## src/rtl/sp_arbiter.sv

```systemverilog
// Round-robin arbiter feeding fixed-length jobs from two requesters into a
// shared signal processor and routing its results back with an owner tag.
module sp_arbiter #(
  parameter int unsigned JOB_LEN = 32'd6,
  parameter int unsigned RES_LEN = 32'd3,
  parameter int unsigned TIMEOUT = 32'd255
) (
  input  logic       clk,
  input  logic       rst_n,
  input  logic       cfg_cg_en,
  input  logic       req_a,
  input  logic       req_b,
  input  logic [8:0] a_data,
  input  logic [8:0] b_data,
  input  logic [2:0] a_mode,
  input  logic [2:0] b_mode,
  output logic       rd_a,
  output logic       rd_b,
  output logic       sp_in_valid,
  output logic [8:0] sp_in_data,
  output logic [2:0] sp_in_mode,
  output logic       sp_cg_en,
  input  logic       sp_out_valid,
  input  logic [8:0] sp_out_data,
  output logic       rsp_valid,
  output logic [8:0] rsp_data,
  output logic       rsp_id,
  output logic       rsp_last,
  output logic       busy,
  output logic       err_timeout
);

  localparam int FW = $clog2(JOB_LEN + 32'd1);
  localparam int RW = $clog2(RES_LEN + 32'd1);
  localparam int TW = $clog2(TIMEOUT + 32'd1);
  localparam logic [FW-1:0] FEED_LAST = FW'(JOB_LEN - 32'd1);
  localparam logic [RW-1:0] RES_LAST  = RW'(RES_LEN - 32'd1);
  localparam logic [TW-1:0] TO_LAST   = TW'(TIMEOUT - 32'd1);

  typedef enum logic [1:0] {
    ST_IDLE    = 2'd0,
    ST_FEED    = 2'd1,
    ST_WAIT    = 2'd2,
    ST_COLLECT = 2'd3
  } state_t;

  state_t        state_r, state_s;
  logic          owner_r, owner_s;
  logic          prio_b_r, prio_b_s;
  logic [FW-1:0] feed_cnt_r, feed_cnt_s;
  logic [RW-1:0] res_cnt_r, res_cnt_s;
  logic [TW-1:0] to_cnt_r, to_cnt_s;

  logic       rd_a_r, rd_a_s, rd_b_r, rd_b_s;
  logic       sp_in_valid_r, sp_in_valid_s;
  logic [8:0] sp_in_data_r, sp_in_data_s;
  logic [2:0] sp_in_mode_r, sp_in_mode_s;
  logic       sp_cg_en_r, sp_cg_en_s;
  logic       rsp_valid_r, rsp_valid_s;
  logic [8:0] rsp_data_r, rsp_data_s;
  logic       rsp_id_r, rsp_id_s;
  logic       rsp_last_r, rsp_last_s;
  logic       busy_r, busy_s;
  logic       err_timeout_r, err_timeout_s;

  // Next-state, counter and registered-output computation.
  always_comb begin
    state_s       = state_r;
    owner_s       = owner_r;
    prio_b_s      = prio_b_r;
    feed_cnt_s    = feed_cnt_r;
    res_cnt_s     = res_cnt_r;
    to_cnt_s      = to_cnt_r;
    sp_in_valid_s = 1'b0;
    sp_in_data_s  = 9'd0;
    sp_in_mode_s  = 3'd0;
    rsp_valid_s   = 1'b0;
    rsp_data_s    = 9'd0;
    rsp_id_s      = 1'b0;
    rsp_last_s    = 1'b0;
    err_timeout_s = 1'b0;

    case (state_r)
      ST_IDLE: begin
        feed_cnt_s = '0;
        res_cnt_s  = '0;
        to_cnt_s   = '0;
        if (req_a || req_b) begin
          state_s  = ST_FEED;
          owner_s  = (req_a && req_b) ? prio_b_r : req_b;
          prio_b_s = ~owner_s;
        end else begin
          state_s = ST_IDLE;
        end
      end
      ST_FEED: begin
        sp_in_valid_s = 1'b1;
        sp_in_data_s  = owner_r ? b_data : a_data;
        if (feed_cnt_r == '0) begin
          sp_in_mode_s = owner_r ? b_mode : a_mode;
        end else begin
          sp_in_mode_s = 3'd0;
        end
        if (feed_cnt_r == FEED_LAST) begin
          state_s    = ST_WAIT;
          feed_cnt_s = '0;
          to_cnt_s   = '0;
        end else begin
          feed_cnt_s = feed_cnt_r + FW'(1);
        end
      end
      ST_WAIT, ST_COLLECT: begin
        // The cycle showing rsp_last is the final COLLECT cycle of the job.
        if (rsp_last_r) begin
          state_s   = ST_IDLE;
          res_cnt_s = '0;
          to_cnt_s  = '0;
        end else if (sp_out_valid) begin
          state_s     = ST_COLLECT;
          rsp_valid_s = 1'b1;
          rsp_data_s  = sp_out_data;
          rsp_id_s    = owner_r;
          to_cnt_s    = '0;
          if (res_cnt_r == RES_LAST) begin
            rsp_last_s = 1'b1;
          end else begin
            res_cnt_s = res_cnt_r + RW'(1);
          end
        end else if (to_cnt_r == TO_LAST) begin
          state_s       = ST_IDLE;
          err_timeout_s = 1'b1;
          to_cnt_s      = '0;
          res_cnt_s     = '0;
        end else begin
          to_cnt_s = to_cnt_r + TW'(1);
        end
      end
      default: begin
        state_s = ST_IDLE;
      end
    endcase

    rd_a_s     = (state_s == ST_FEED) && !owner_s;
    rd_b_s     = (state_s == ST_FEED) && owner_s;
    busy_s     = (state_s != ST_IDLE);
    sp_cg_en_s = (state_s == ST_FEED) ? 1'b0 : cfg_cg_en;
  end

  // State, counter and output registers with synchronous active-low reset.
  always_ff @(posedge clk) begin
    if (!rst_n) begin
      state_r       <= ST_IDLE;
      owner_r       <= 1'b0;
      prio_b_r      <= 1'b0;
      feed_cnt_r    <= '0;
      res_cnt_r     <= '0;
      to_cnt_r      <= '0;
      rd_a_r        <= 1'b0;
      rd_b_r        <= 1'b0;
      sp_in_valid_r <= 1'b0;
      sp_in_data_r  <= 9'd0;
      sp_in_mode_r  <= 3'd0;
      sp_cg_en_r    <= 1'b0;
      rsp_valid_r   <= 1'b0;
      rsp_data_r    <= 9'd0;
      rsp_id_r      <= 1'b0;
      rsp_last_r    <= 1'b0;
      busy_r        <= 1'b0;
      err_timeout_r <= 1'b0;
    end else begin
      state_r       <= state_s;
      owner_r       <= owner_s;
      prio_b_r      <= prio_b_s;
      feed_cnt_r    <= feed_cnt_s;
      res_cnt_r     <= res_cnt_s;
      to_cnt_r      <= to_cnt_s;
      rd_a_r        <= rd_a_s;
      rd_b_r        <= rd_b_s;
      sp_in_valid_r <= sp_in_valid_s;
      sp_in_data_r  <= sp_in_data_s;
      sp_in_mode_r  <= sp_in_mode_s;
      sp_cg_en_r    <= sp_cg_en_s;
      rsp_valid_r   <= rsp_valid_s;
      rsp_data_r    <= rsp_data_s;
      rsp_id_r      <= rsp_id_s;
      rsp_last_r    <= rsp_last_s;
      busy_r        <= busy_s;
      err_timeout_r <= err_timeout_s;
    end
  end

  assign rd_a        = rd_a_r;
  assign rd_b        = rd_b_r;
  assign sp_in_valid = sp_in_valid_r;
  assign sp_in_data  = sp_in_data_r;
  assign sp_in_mode  = sp_in_mode_r;
  assign sp_cg_en    = sp_cg_en_r;
  assign rsp_valid   = rsp_valid_r;
  assign rsp_data    = rsp_data_r;
  assign rsp_id      = rsp_id_r;
  assign rsp_last    = rsp_last_r;
  assign busy        = busy_r;
  assign err_timeout = err_timeout_r;

endmodule
```

## config.mk

```make
export PLATFORM = sky130hd
export DESIGN_NAME = sp_arbiter
export DESIGN_NICKNAME = d
export VERILOG_FILES = /design/src/rtl/sp_arbiter.sv
export SDC_FILE = /design/constraint.sdc
export NUM_CORES = 1
export LEC_CHECK = 0
export ABC_AREA = 0
export BUFFER_PORTS_ARGS = -buffer_cell sky130_fd_sc_hd__clkbuf_2
export CORE_UTILIZATION = 50
export CTS_CLUSTER_DIAMETER = 30
export DETAILED_ROUTE_END_ITERATION = 7
export PLACE_DENSITY = 0.81
export SETUP_SLACK_MARGIN = 0.15
export SYNTH_ARGS = -nofsm -noshare
export SYNTH_HDL_FRONTEND = slang
export SYNTH_SLANG_ARGS = --single-unit
```

## constraint.sdc

```tcl
create_clock -name clk -period 3.6 [get_ports clk]
set_input_delay 0.36 -clock clk [delete_from_list [all_inputs] [get_ports clk]]
set_output_delay 0.36 -clock clk [all_outputs]
set_load 0.02 [all_outputs]
```

# Yosys cells after proc, flatten, opt, wreduce, memory -nomap -nowiden

Cells that the tools add are included.

Bits of input ports: 39
Word-level logic and storage cells: 81
Flip-flop bits (word level): 47
Output and inout bits: 30

Mux-type cells: 27
Eq/ne operators: 10
Bitwise gates (word level): 4
Add/subtract/negate cells: 3
Reduce and logical (&&, ||, !) cells: 19

Operator list:

| cell                                                            | count |
|---|---|
| 8-bit two-way mux                                               | 4 |
| 8-bit one-hot mux with 3 select lines                           | 1 |
| 2-bit two-way mux                                               | 8 |
| 9-bit two-way mux                                               | 1 |
| 8-bit by 1-bit adder with 8-bit output, second input constant   | 1 |
| 8-bit == test, second input constant                            | 1 |
| 1-bit two-way mux                                               | 8 |
| 4-bit != test, second input constant                            | 2 |
| 4-bit OR reduction                                              | 2 |
| 2-bit == test, second input constant                            | 3 |
| 3-bit two-way mux                                               | 2 |
| 2-bit one-hot mux with 3 select lines                           | 1 |
| 3-bit one-hot mux with 2 select lines                           | 1 |
| 3-bit AND reduction                                             | 2 |
| 2-bit nonzero test                                              | 3 |
| 2-bit by 1-bit == test with 1-bit output, second input constant | 2 |
| 1-bit inverter                                                  | 4 |
| 2-bit one-hot mux with 2 select lines                           | 1 |
| 2-bit AND reduction                                             | 2 |
| 2-bit OR reduction                                              | 2 |
| 3-bit by 1-bit adder with 3-bit output, second input constant   | 1 |
| 3-bit == test, second input constant                            | 1 |
| 1-bit logical AND                                               | 3 |
| 3-bit zero test                                                 | 1 |
| 6 further kinds                                                 | 6 |

# Logic depth before layout (Yosys ltp)

Gate-level depths: netlist of run 1.

Word-level depth: 7
Depth in mapped cells: 7
Gate-level depth less buffers: 7

# Worst setup path after synthesis of run 1

No wires, ideal clock.

Kind: register to register
Start: register to_cnt_r[0]
End: register rd_b_r, in the netlist rd_b
Path slack: 2.152 ns
Setup time: 0.080 ns
Buffers on the path: 0
Stages on the path, launching flop included: 7
Data required time: 3.520 ns
Arrival time: 1.368 ns
Cell sequence: dfxtp_1 inv_1 ha_1 nand4_1 o21ai_0 a311o_1 nor3b_1

Longest elaborated chain between the ends: 7

Ends and longest elaborated chain:

| element                                  | RTL line | source |
|---|---|---|
| start: declaration                       | 52       | `logic [TW-1:0] to_cnt_r, to_cnt_s;` |
| start signal: assignment                 | 176      | `to_cnt_r <= to_cnt_s;` |
| 8-bit == test                            | 129      | `end else if (to_cnt_r == TO_LAST) begin` |
| 2-bit two-way mux                        | 129      |  |
| 2-bit two-way mux                        | 118      | `end else if (sp_out_valid) begin` |
| 2-bit two-way mux                        | 114      | `if (rsp_last_r) begin` |
| 2-bit one-hot mux with 3 select lines    | 83       | `case (state_r)` |
| 2-bit by 1-bit == test with 1-bit output | 144      | `rd_b_s = (state_s == ST_FEED) && owner_s;` |
| 1-bit logical AND                        | 144      |  |
| end signal: assignment                   | 178      | `rd_b_r <= rd_b_s;` |
| end: declaration                         | 54       | `logic rd_a_r, rd_a_s, rd_b_r, rd_b_s;` |

Every way passes these cells.
A chain may end at the register's enable or synchronous reset.

# Final worst setup path of run 1

Ends and elaborated chain as after synthesis.

==> results of run 1 <==
## cells by family after synthesis
group | share of synthesized area
simple gates | 0.217
flops | 0.517
compound gates | 0.0990
buf+inv | 0.0412
mux | 0.0715
xor+xnor | 0.0337
fa+ha+maj | 0.0206
## flip-flops by register name (all words and copies together), names as in the netlist
| signal | cells |
|---|---|
| sp_in_data | 9 |
| rd_b | 1 |
| state_r | 2 |
| owner_r | 1 |
| feed_cnt_r | 3 |
| res_cnt_r | 2 |
| sp_cg_en | 1 |
| err_timeout | 1 |
| prio_b_r | 1 |
| rsp_id | 1 |
| sp_in_valid | 1 |
| rd_a | 1 |
| rsp_valid | 1 |
| to_cnt_r | 8 |
| busy | 1 |
| rsp_data | 9 |
| rsp_last | 1 |
| sp_in_mode | 3 |
## synthesized netlist by cell type, types with 2 or more instances
library cell  instances
a21oi_1               3
buf_4                 2
xor2_1                3
nor4_1                2
nand2_1               8
nand2b_1              2
a211oi_1              5
xnor2_1               4
dfxtp_1              47
ha_1                  3
a21o_1                4
nor2_1               28
mux2i_1              13
nor3_1                3
nor3b_1               3
buf_2                 3
inv_1                 7
o21ai_0               5
and2_1               13
clkbuf_1              2
nand4_1               2
nand3_1               3
## metrics by stage
stage	instance area [um2]	power (mW)	setup slack, ns	util	hold WS (ns)
after global placement	2170	0.651	2.09	0.635	0.451
after detailed placement	2170	0.653	2.01	0.635	0.457
after CTS	2250	0.975	1.96	0.660	0.169
final	2250	0.962	1.96	0.660	0.183
after floorplan	1820	0.616	2.15	-	0.437
after global routing	2250	1.01	1.85	0.660	0.167
## cells in the final DEF (no fill, tap or decap), types with 2 or more instances in the layout
cell type	n
mux2i_1	13
clkbuf_2	68
o21ai_0	5
clkbuf_4	5
and2_1	13
nor4_1	2
a21oi_1	3
a211oi_1	5
nand2_1	8
dfxtp_1	47
nor3_1	3
nand3_1	3
inv_1	7
xor2_1	3
nor3b_1	3
nand4_1	2
ha_1	3
nand2b_1	2
a21o_1	4
nor2_1	28
xnor2_1	4
## path summary, 6_finish.rpt
check                end  slack, ns
min          rsp_data[5]       0.18
max                 rd_b       1.96
min reg2reg     prio_b_r       0.49
max reg2reg         rd_b       1.96
## final cells by class
class	instances	area, um2
Fill cell	294	1160
Sequential cell	47	941
Multi-Input combinational cell	122	805
Timing Repair Buffer	68	340
Tap cell	46	57.6
Clock inverter	3	47.5
Clock buffer	5	37.5
Inverter	7	26.3
## metal layers
| metal | share of wire | GRT usage | vias to the layer above | wire length, um |
|---|---|---|---|---|
| met5 | 0 | 0 | - | 0 |
| li1 | - | - | 758 | - |
| met3 | 0.066 | 0.0680 | 8 | 235 |
| met2 | 0.49 | 0.349 | 57 | 1750 |
| met4 | 0.021 | 0.0785 | 0 | 76 |
| met1 | 0.42 | 0.228 | 657 | 1520 |
## power by group through the flow
stage / clock, mW / sequential (mW) / combinational (mW)
after floorplan: 0 / 0.566 / 0.0507
after global placement: 0 / 0.559 / 0.0917
after detailed placement: 0 / 0.560 / 0.0936
after CTS: 0.332 / 0.548 / 0.0944
after global routing: 0.354 / 0.551 / 0.104
final: 0.320 / 0.548 / 0.0936
## worst max-delay path: cells and delay by family (launching register included)
kind	cells	cell delay [ns]
AND/OR/NAND/NOR	2	0.37
flip-flops	1	0.41
buffers and inverters	1	0.09
AO/OA/AOI/OAI	2	0.51
adder cells (fa/ha/maj)	1	0.19
==> flow_metrics.py, run 1 <==
metrics = {
    "sta": {
        "fin_crit_ns": 1.64,
        "worst_clock_skew_ns": 0.0116,
        "clock.fmax_mhz": 609,
        "setup_violations": 0,
        "drv_slew": 0,
        "rsz0062_at_grt": "false",
        "tns_ns": 0,
        "finalCritPeriodShare": 0.456,
        "finalHoldViolations": 0,
        "worst_pin_slew_ns": 0.731,
        "relSlewSlack": 0.512,
    },
    "logic_synthesis": {
        "ys_warn_count": 0,
        "synth_nets": 226,
        "ys.flop_type": "dfxtp_1",
        "synth.cell_area_um2": 1820,
        "synth.avg_cell_area_um2": 9.89,
        "synth_edf_count": 0,
        "synth_top_cells_by_area": "dfxtp_1 52%, mux2i_1 7.1%, nor2_1 5.8%",
        "synth-seq-cells": 47,
        "ys_seq_area_frac": 0.517,
        "synth.largest_area_cell": "dfxtp_1",
        "ys_types": 41,
        "syn_inst": 184,
        "synth_top_area_share": 0.517,
        "async_reset_ff_frac": 0,
    },
    "worst_setup_path": {
        "slowest_delay_ns": 0.41,
        "cp.arrival_ns": 1.94,
        "r2r-start": "to_cnt_r[0]",
        "path_max_fanout": 5,
        "setup.worst_path.class": "reg2reg",
        "reg2regPathDepth": 6,
        "worstSetupStartpoint": "to_cnt_r[0]",
        "required_ns": 3.90,
        "end_kind": "flop",
        "cp-start-kind": "flop",
        "worst_path_max_delay_cell": "dfxtp_1",
        "crit_chain": "inv_1, ha_1, nand4_1, o21ai_0, a311o_1, nor3b_1",
    },
    "clocking": {
        "cts.clk_slew.worst_paths_ns": 0.14,
        "htreeDepth": 2,
        "clock_latency_ns": 0.37,
        "cts.sinks": 47,
        "clock_path_buffers": 2,
        "cts_root_buf": "clkbuf_4",
        "cts_hold_buf": 0,
        "post_cts_resized": 0,
        "numCtsBuffers": 5,
        "post_cts_buffers": 0,
        "cts_tree": "yes",
    },
    "power_and_ir_drop": {
        "p_int_mw": 0.729,
        "p_switching_mw": 0.233,
        "clockPowerShare": 0.333,
        "switching_share": 0.242,
        "power_density_nw_per_um2": 427,
        "p_leak_nw": 1.04,
        "combPwrFrac": 0.097,
        "ir_drop_uv": 258,
        "pwr-share-seq": 0.570,
    },
    "detailed_routing": {
        "vias": 1480,
        "avgRoutedWirePerCell_um": 12.0,
        "drt-initial-drc-count": 40,
        "drc_errors": 0,
        "viasPerCell": 4.97,
        "antenna_left": 0,
        "drt-total-wl_mm": 3.58,
        "dr.pass1.iters": 4,
    },
    "floorplanning": {
        "io-pin-count": 69,
        "rows": 21,
        "die-area_um2": 3890,
        "initial_core_util": 0.533,
        "die_y_um": 62.3,
        "die_w_um": 62.3,
        "core_um2": 3420,
    },
    "global_route": {
        "track_usage": 0.202,
        "grt_overflow_total": 0,
        "grt_pass1_wl_mm": 6.11,
        "grt_pass1_vias": 1395,
        "grt_max_degree": 17,
        "antenna_found_initial": 0,
    },
    "place": {
        "portBuffers": 68,
        "dp_cells": 290,
        "gp_routability_congestion": 0.821,
        "dp_hpwl_mm": 2.65,
    },
    "layout": {
        "instances_no_fill": 298,
        "area_growth_pct": 23.8,
        "insertedDiodeCount": 0,
        "final_nets": 293,
        "drive_above_1_share": 0.329,
    },
    "worst_hold_path": {
        "min-delay-path-class": "in2reg",
        "hold_depth": 2,
        "min_from": "sp_out_data[5]",
    },
    "job": {
        "max_cap_violations": 0,
    },
    "run_status": {
        "status": "finished clean",
    },
}
Power figures use the tool's default switching activity.
==> run 2: changes to the inputs <==
--- a/config.mk
+++ b/config.mk
@@ -7,10 +7,10 @@
 export LEC_CHECK = 0
 export ABC_AREA = 0
 export BUFFER_PORTS_ARGS = -buffer_cell sky130_fd_sc_hd__clkbuf_2
-export CORE_UTILIZATION = 50
+export CORE_UTILIZATION = 43
 export CTS_CLUSTER_DIAMETER = 30
 export DETAILED_ROUTE_END_ITERATION = 7
-export PLACE_DENSITY = 0.81
+export PLACE_DENSITY = 0.74
 export SETUP_SLACK_MARGIN = 0.15
 export SYNTH_ARGS = -nofsm -noshare
 export SYNTH_HDL_FRONTEND = slang
==> constraint.sdc (replaced) <==
create_clock -name clk -period 1.4 [get_ports clk]
set_input_delay 0.14 -clock clk [delete_from_list [all_inputs] [get_ports clk]]
set_output_delay 0.14 -clock clk [all_outputs]
set_load 0.02 [all_outputs]
==> run 2 against run 1 <==
The run now ends with setup timing left; highest routed layer unchanged; final cell count rose by 6.7%; global-route usage shrank 2.7 points; core utilization is 4.6 points lower; largest cell class unchanged; critical path depth up 1; worst hold slack lost 0.14 ns; sequential cell count unchanged; count of clock-buffer cells in the layout unchanged.
==> flow_metrics.py, run 2 (same netlist as run 1, synthesis figures left out) <==
metrics = {
    "place": {
        "portBuffers": 68,
        "placed_area_um2": 2290,
        "dp_cells": 303,
        "gp_routability_congestion": 0.798,
        "dp_hpwl_mm": 2.66,
        "post-place-ws_ns": -0.0492,
    },
    "layout": {
        "stdcell_area_um2": 2470,
        "finalCoreUtilization": 0.614,
        "seq_area_um2": 952,
        "drive_above_1_share": 0.418,
        "instances_no_fill": 318,
        "insertedDiodeCount": 0,
        "n_fill_cell": 350,
        "final_common_cell": "clkbuf_2",
        "multi_input_area_um2": 850,
        "layout_common_cells": "68 x clkbuf_2, 42 x dfxtp_1, 26 x nor2_1",
        "area_growth_pct": 35.9,
        "final_nets": 310,
    },
    "clocking": {
        "clock_latency_ns": 0.29,
        "clock_path_buffers": 2,
        "numCtsBuffers": 5,
        "cts_tree": "yes",
        "cts_root_buf": "clkbuf_8",
        "cts.sinks": 47,
        "htreeDepth": 2,
        "cts.clk_slew.worst_paths_ns": 0.08,
    },
    "sta": {
        "finalCritPeriodShare": 1.04,
        "post-route-worst-setup-slack_ns": -0.0548,
        "relSlewSlack": 0.788,
        "rsz0062_at_grt": "true",
        "finalHoldViolations": 0,
        "fin_worst_hold_slack_ns": 0.0419,
        "tns_ns": -0.227,
        "worst_clock_skew_ns": 0.00643,
        "setup_violations": 9,
        "drv_slew": 0,
        "clock.fmax_mhz": 687,
        "fin_crit_ns": 1.45,
        "worst_pin_slew_ns": 0.314,
    },
    "worst_setup_path": {
        "crit_chain": "inv_2, ha_4, nand4_1, o21ai_1, a311o_1, inv_1, a21o_1",
        "cp.arrival_ns": 1.65,
        "setup.worst_path.class": "reg2reg",
        "reg2regPathDepth": 7,
        "slowest_delay_ns": 0.33,
        "cp-start-kind": "flop",
        "required_ns": 1.60,
        "path_max_fanout": 5,
        "end_kind": "flop",
        "worst_path_max_delay_cell": "dfxtp_2",
    },
    "job": {
        "max_cap_violations": 0,
    },
    "detailed_routing": {
        "dr.pass1.iters": 4,
        "drt-initial-drc-count": 132,
        "drt-total-wl_mm": 3.75,
        "viasPerCell": 4.86,
        "vias": 1545,
        "drc_errors": 0,
        "avgRoutedWirePerCell_um": 11.8,
        "antenna_left": 0,
    },
    "run_status": {
        "status": "finished with violations",
        "violations": "setup timing",
    },
    "floorplanning": {
        "io-pin-count": 69,
        "die_y_um": 67.1,
        "initial_core_util": 0.452,
        "die-area_um2": 4500,
        "core_um2": 4030,
        "rows": 23,
        "die_w_um": 67.1,
    },
    "power_and_ir_drop": {
        "power_density_nw_per_um2": 989,
        "ir_drop_uv": 721,
        "finalPower_mw": 2.45,
        "p_leak_nw": 1.16,
    },
    "worst_hold_path": {
        "min-delay-path-class": "in2reg",
        "hold_depth": 2,
    },
    "global_route": {
        "grt_pass1_vias": 1362,
        "track_usage": 0.175,
        "antenna_found_initial": 0,
        "grt_max_degree": 15,
        "grt_overflow_total": 0,
        "grt_pass1_wl_mm": 5.83,
    },
}
[run 2: cell types whose count changed in the layout (fill, tap and decap cells not counted), sizes merged]
cell | before | now
clkinv | 1 | 2
dlymetal6s2s | 0 | 1
buf | 0 | 16
bufinv | 1 | 0
inv | 8 | 7
[run 2: metal layers]
metal  global-route usage  share of wire
met3               0.0497          0.042
met4               0.0745          0.019
met5                    0              0
met2                0.303           0.52
met1                0.196           0.42
[run 2: path summary, 6_finish.rpt]
check | startpoint | endpoint | slack [ns]
worst max-delay path | to_cnt_r[0] | busy | -0.05
worst min-delay path | sp_out_data[7] | rsp_data[7] | 0.04
worst max register to register | to_cnt_r[0] | busy | -0.05
worst min register to register | res_cnt_r[1] | res_cnt_r[1] | 0.47
[run 2: final cells by class]
cell class,instances,share of cell area
Sequential cell,47,0.385
Multi-Input combinational cell,122,0.343
Timing Repair Buffer,85,0.203
Clock buffer,5,0.0278
Tap cell,50,0.0253
Inverter,7,0.0106
Clock inverter,2,0.00556
[run 2: power by group]
group | switching [mW] | total (mW) | internal, mW
combinational | 0.149 | 0.290 | 0.141
sequential | 0.0194 | 1.39 | 1.37
clock | 0.424 | 0.766 | 0.341
total | 0.593 | 2.45 | 1.86
[run 2: timing repair]
| item | in CTS | in global routing |
|---|---|---|
| setup endpoints to repair | 32 | 29 |
| hold buffers | 0 | 0 |
| setup buffers | 3 | 5 |
| pin swaps | 6 | 3 |
| endpoints found under the hold margin | 0 | 0 |
| gates resized for setup | 4 | 7 |
[run 2: worst max-delay path: cells and delay by family (launching register included)]
family,cells,cell delay (ns)
AOI/OAI and AO/OA,3,0.60
adders and majority gates,1,0.12
buffers and inverters,2,0.14
DFF,1,0.33
and+or+nand+nor,1,0.19
==> run 3: changes to the inputs <==
--- a/config.mk
+++ b/config.mk
@@ -10,7 +10,7 @@
 export CORE_UTILIZATION = 43
 export CTS_CLUSTER_DIAMETER = 30
 export DETAILED_ROUTE_END_ITERATION = 7
-export PLACE_DENSITY = 0.74
+export PLACE_DENSITY_LB_ADDON = 0.12
 export SETUP_SLACK_MARGIN = 0.15
 export SYNTH_ARGS = -nofsm -noshare
 export SYNTH_HDL_FRONTEND = slang
==> run 3 against run 2 <==
Worst hold slack worse by 0.0015 ns; the run still ends with setup timing left; core utilization is 2.1 points higher; critical path type unchanged; clock skew is 0.0027 ns lower; highest routed layer unchanged.
==> flow_metrics.py, run 3 (same netlist as run 1, synthesis figures left out) <==
metrics = {
    "detailed_routing": {
        "antenna_left": 0,
        "avgRoutedWirePerCell_um": 11.8,
        "vias": 1542,
        "drc_errors": 0,
        "viasPerCell": 4.76,
        "drt-total-wl_mm": 3.81,
        "drt-initial-drc-count": 47,
        "dr.pass1.iters": 5,
    },
    "place": {
        "dp_hpwl_mm": 2.67,
        "portBuffers": 68,
        "gp_routability_congestion": 0.749,
    },
    "worst_setup_path": {
        "cp.arrival_ns": 1.66,
        "cp-start-kind": "flop",
        "crit_path_end": "busy",
        "end_kind": "flop",
        "worstSetupStartpoint": "to_cnt_r[0]",
        "reg2reg_to": "busy",
        "reg2regPathDepth": 7,
        "r2r-start": "to_cnt_r[0]",
        "path_max_fanout": 4,
        "setup.worst_path.class": "reg2reg",
        "required_ns": 1.59,
        "regToRegSetupSlack_ns": -0.07,
    },
    "floorplanning": {
        "die_y_um": 67.1,
        "rows": 23,
        "die_w_um": 67.1,
        "io-pin-count": 69,
        "core_um2": 4030,
        "initial_core_util": 0.452,
        "die-area_um2": 4500,
    },
    "sta": {
        "finalHoldViolations": 0,
        "fin_crit_ns": 1.47,
        "finalCritPeriodShare": 1.05,
        "fin_worst_hold_slack_ns": 0.0404,
        "relSlewSlack": 0.810,
        "tns_ns": -0.245,
        "worst_clock_skew_ns": 0.00375,
        "rsz0062_at_grt": "true",
        "setup_violations": 6,
        "clock.fmax_mhz": 679,
        "worst_pin_slew_ns": 0.282,
        "drv_slew": 0,
        "post-route-worst-setup-slack_ns": -0.0733,
    },
    "layout": {
        "insertedDiodeCount": 0,
        "layout_common_cells": "68 x clkbuf_2, 42 x dfxtp_1, 26 x nor2_1, 22 x buf_4",
        "final_nets": 316,
        "area_growth_pct": 40.7,
        "drive_above_1_share": 0.464,
        "finalCoreUtilization": 0.636,
        "final_common_cell": "clkbuf_2",
    },
    "power_and_ir_drop": {
        "ir_drop_uv": 815,
        "p_leak_nw": 1.18,
        "power_density_nw_per_um2": 1040,
    },
    "clocking": {
        "cts_hold_buf": 0,
        "htreeDepth": 2,
        "clock_latency_ns": 0.29,
        "cts_tree": "yes",
        "cts_root_buf": "clkbuf_8",
        "cts.clk_slew.worst_paths_ns": 0.08,
        "clock_path_buffers": 2,
        "numCtsBuffers": 5,
        "cts.sinks": 47,
    },
    "global_route": {
        "antenna_found_initial": 0,
        "grt_pass1_wl_mm": 5.61,
        "grt_pass1_vias": 1313,
        "grt_overflow_total": 0,
        "track_usage": 0.169,
        "grt_max_degree": 15,
    },
    "job": {
        "max_cap_violations": 0,
    },
    "run_status": {
        "status": "finished with violations",
        "violations": "setup timing",
    },
    "worst_hold_path": {
        "min-delay-path-class": "in2reg",
    },
}
[run 3: changes by cell type in the layout (fill, tap and decap cells not counted), sizes merged]
cell	change
buf	+7
clkinv	-2
bufinv	+1
clkinvlp	+1
dlymetal6s2s	-1
[run 3: repair_timing]
action                                  CTS  global route
resized for setup                         6            13
endpoints found under the setup margin   29            29
buffers inserted                          2             5
pin swaps                                 5             4
[run 3: how the worst min path moves through the flow]
stage,from,end,cells past startpoint
4_1_cts,sp_out_data[7],rsp_data[7],2
3_3_place_gp,sp_out_data[8],rsp_data[8],2
5_1_grt,sp_out_data[0],rsp_data[0],2
2_1_floorplan,sp_out_data[0],rsp_data[0],1
6_report,sp_out_data[7],rsp_data[7],2
3_5_place_dp,sp_out_data[1],rsp_data[1],2
[run 3: through the flow]
step	cell area [um2]	power [mW]	std cells	worst slack, ns
floorplan	1850	1.59	184	0.103
global placement	2320	1.71	310	0.0178
detailed placement	2320	1.71	310	-0.0174
CTS	2460	2.68	319	-0.0123
global route	2560	2.78	324	-0.102
finish	2560	2.65	324	-0.0733
[run 3: layout make-up]
cell class | instances | area (um2)
sequential | 47 | 947
multi-input combinational | 122 | 902
clock inverter | 2 | 37.5
fill | 359 | 1470
tap | 50 | 62.6
timing repair buffer | 91 | 517
inverter | 7 | 26.3
clock buffer | 5 | 68.8
[run 3: report_power, final]
group / total (mW) / internal (mW) / switching, mW
clock network: 0.942 / 0.521 / 0.421
logic: 0.315 / 0.154 / 0.161
registers: 1.40 / 1.38 / 0.0199
[run 3: routing by layer]
layer	wire, um	track usage	up-vias
li1	-	-	801
met1	1690	0.199	698
met2	1900	0.275	39
met3	178	0.0514	4
met4	40	0.0798	0
met5	0	0	-
[run 3: critical path, stage by stage (launching register included)]
cell and delay [ns]:
dfxtp_2 0.33, inv_2 0.07, ha_4 0.11, nand4_1 0.15, o21ai_1 0.21, a311o_1 0.29, inv_2 0.07, a21o_1 0.15
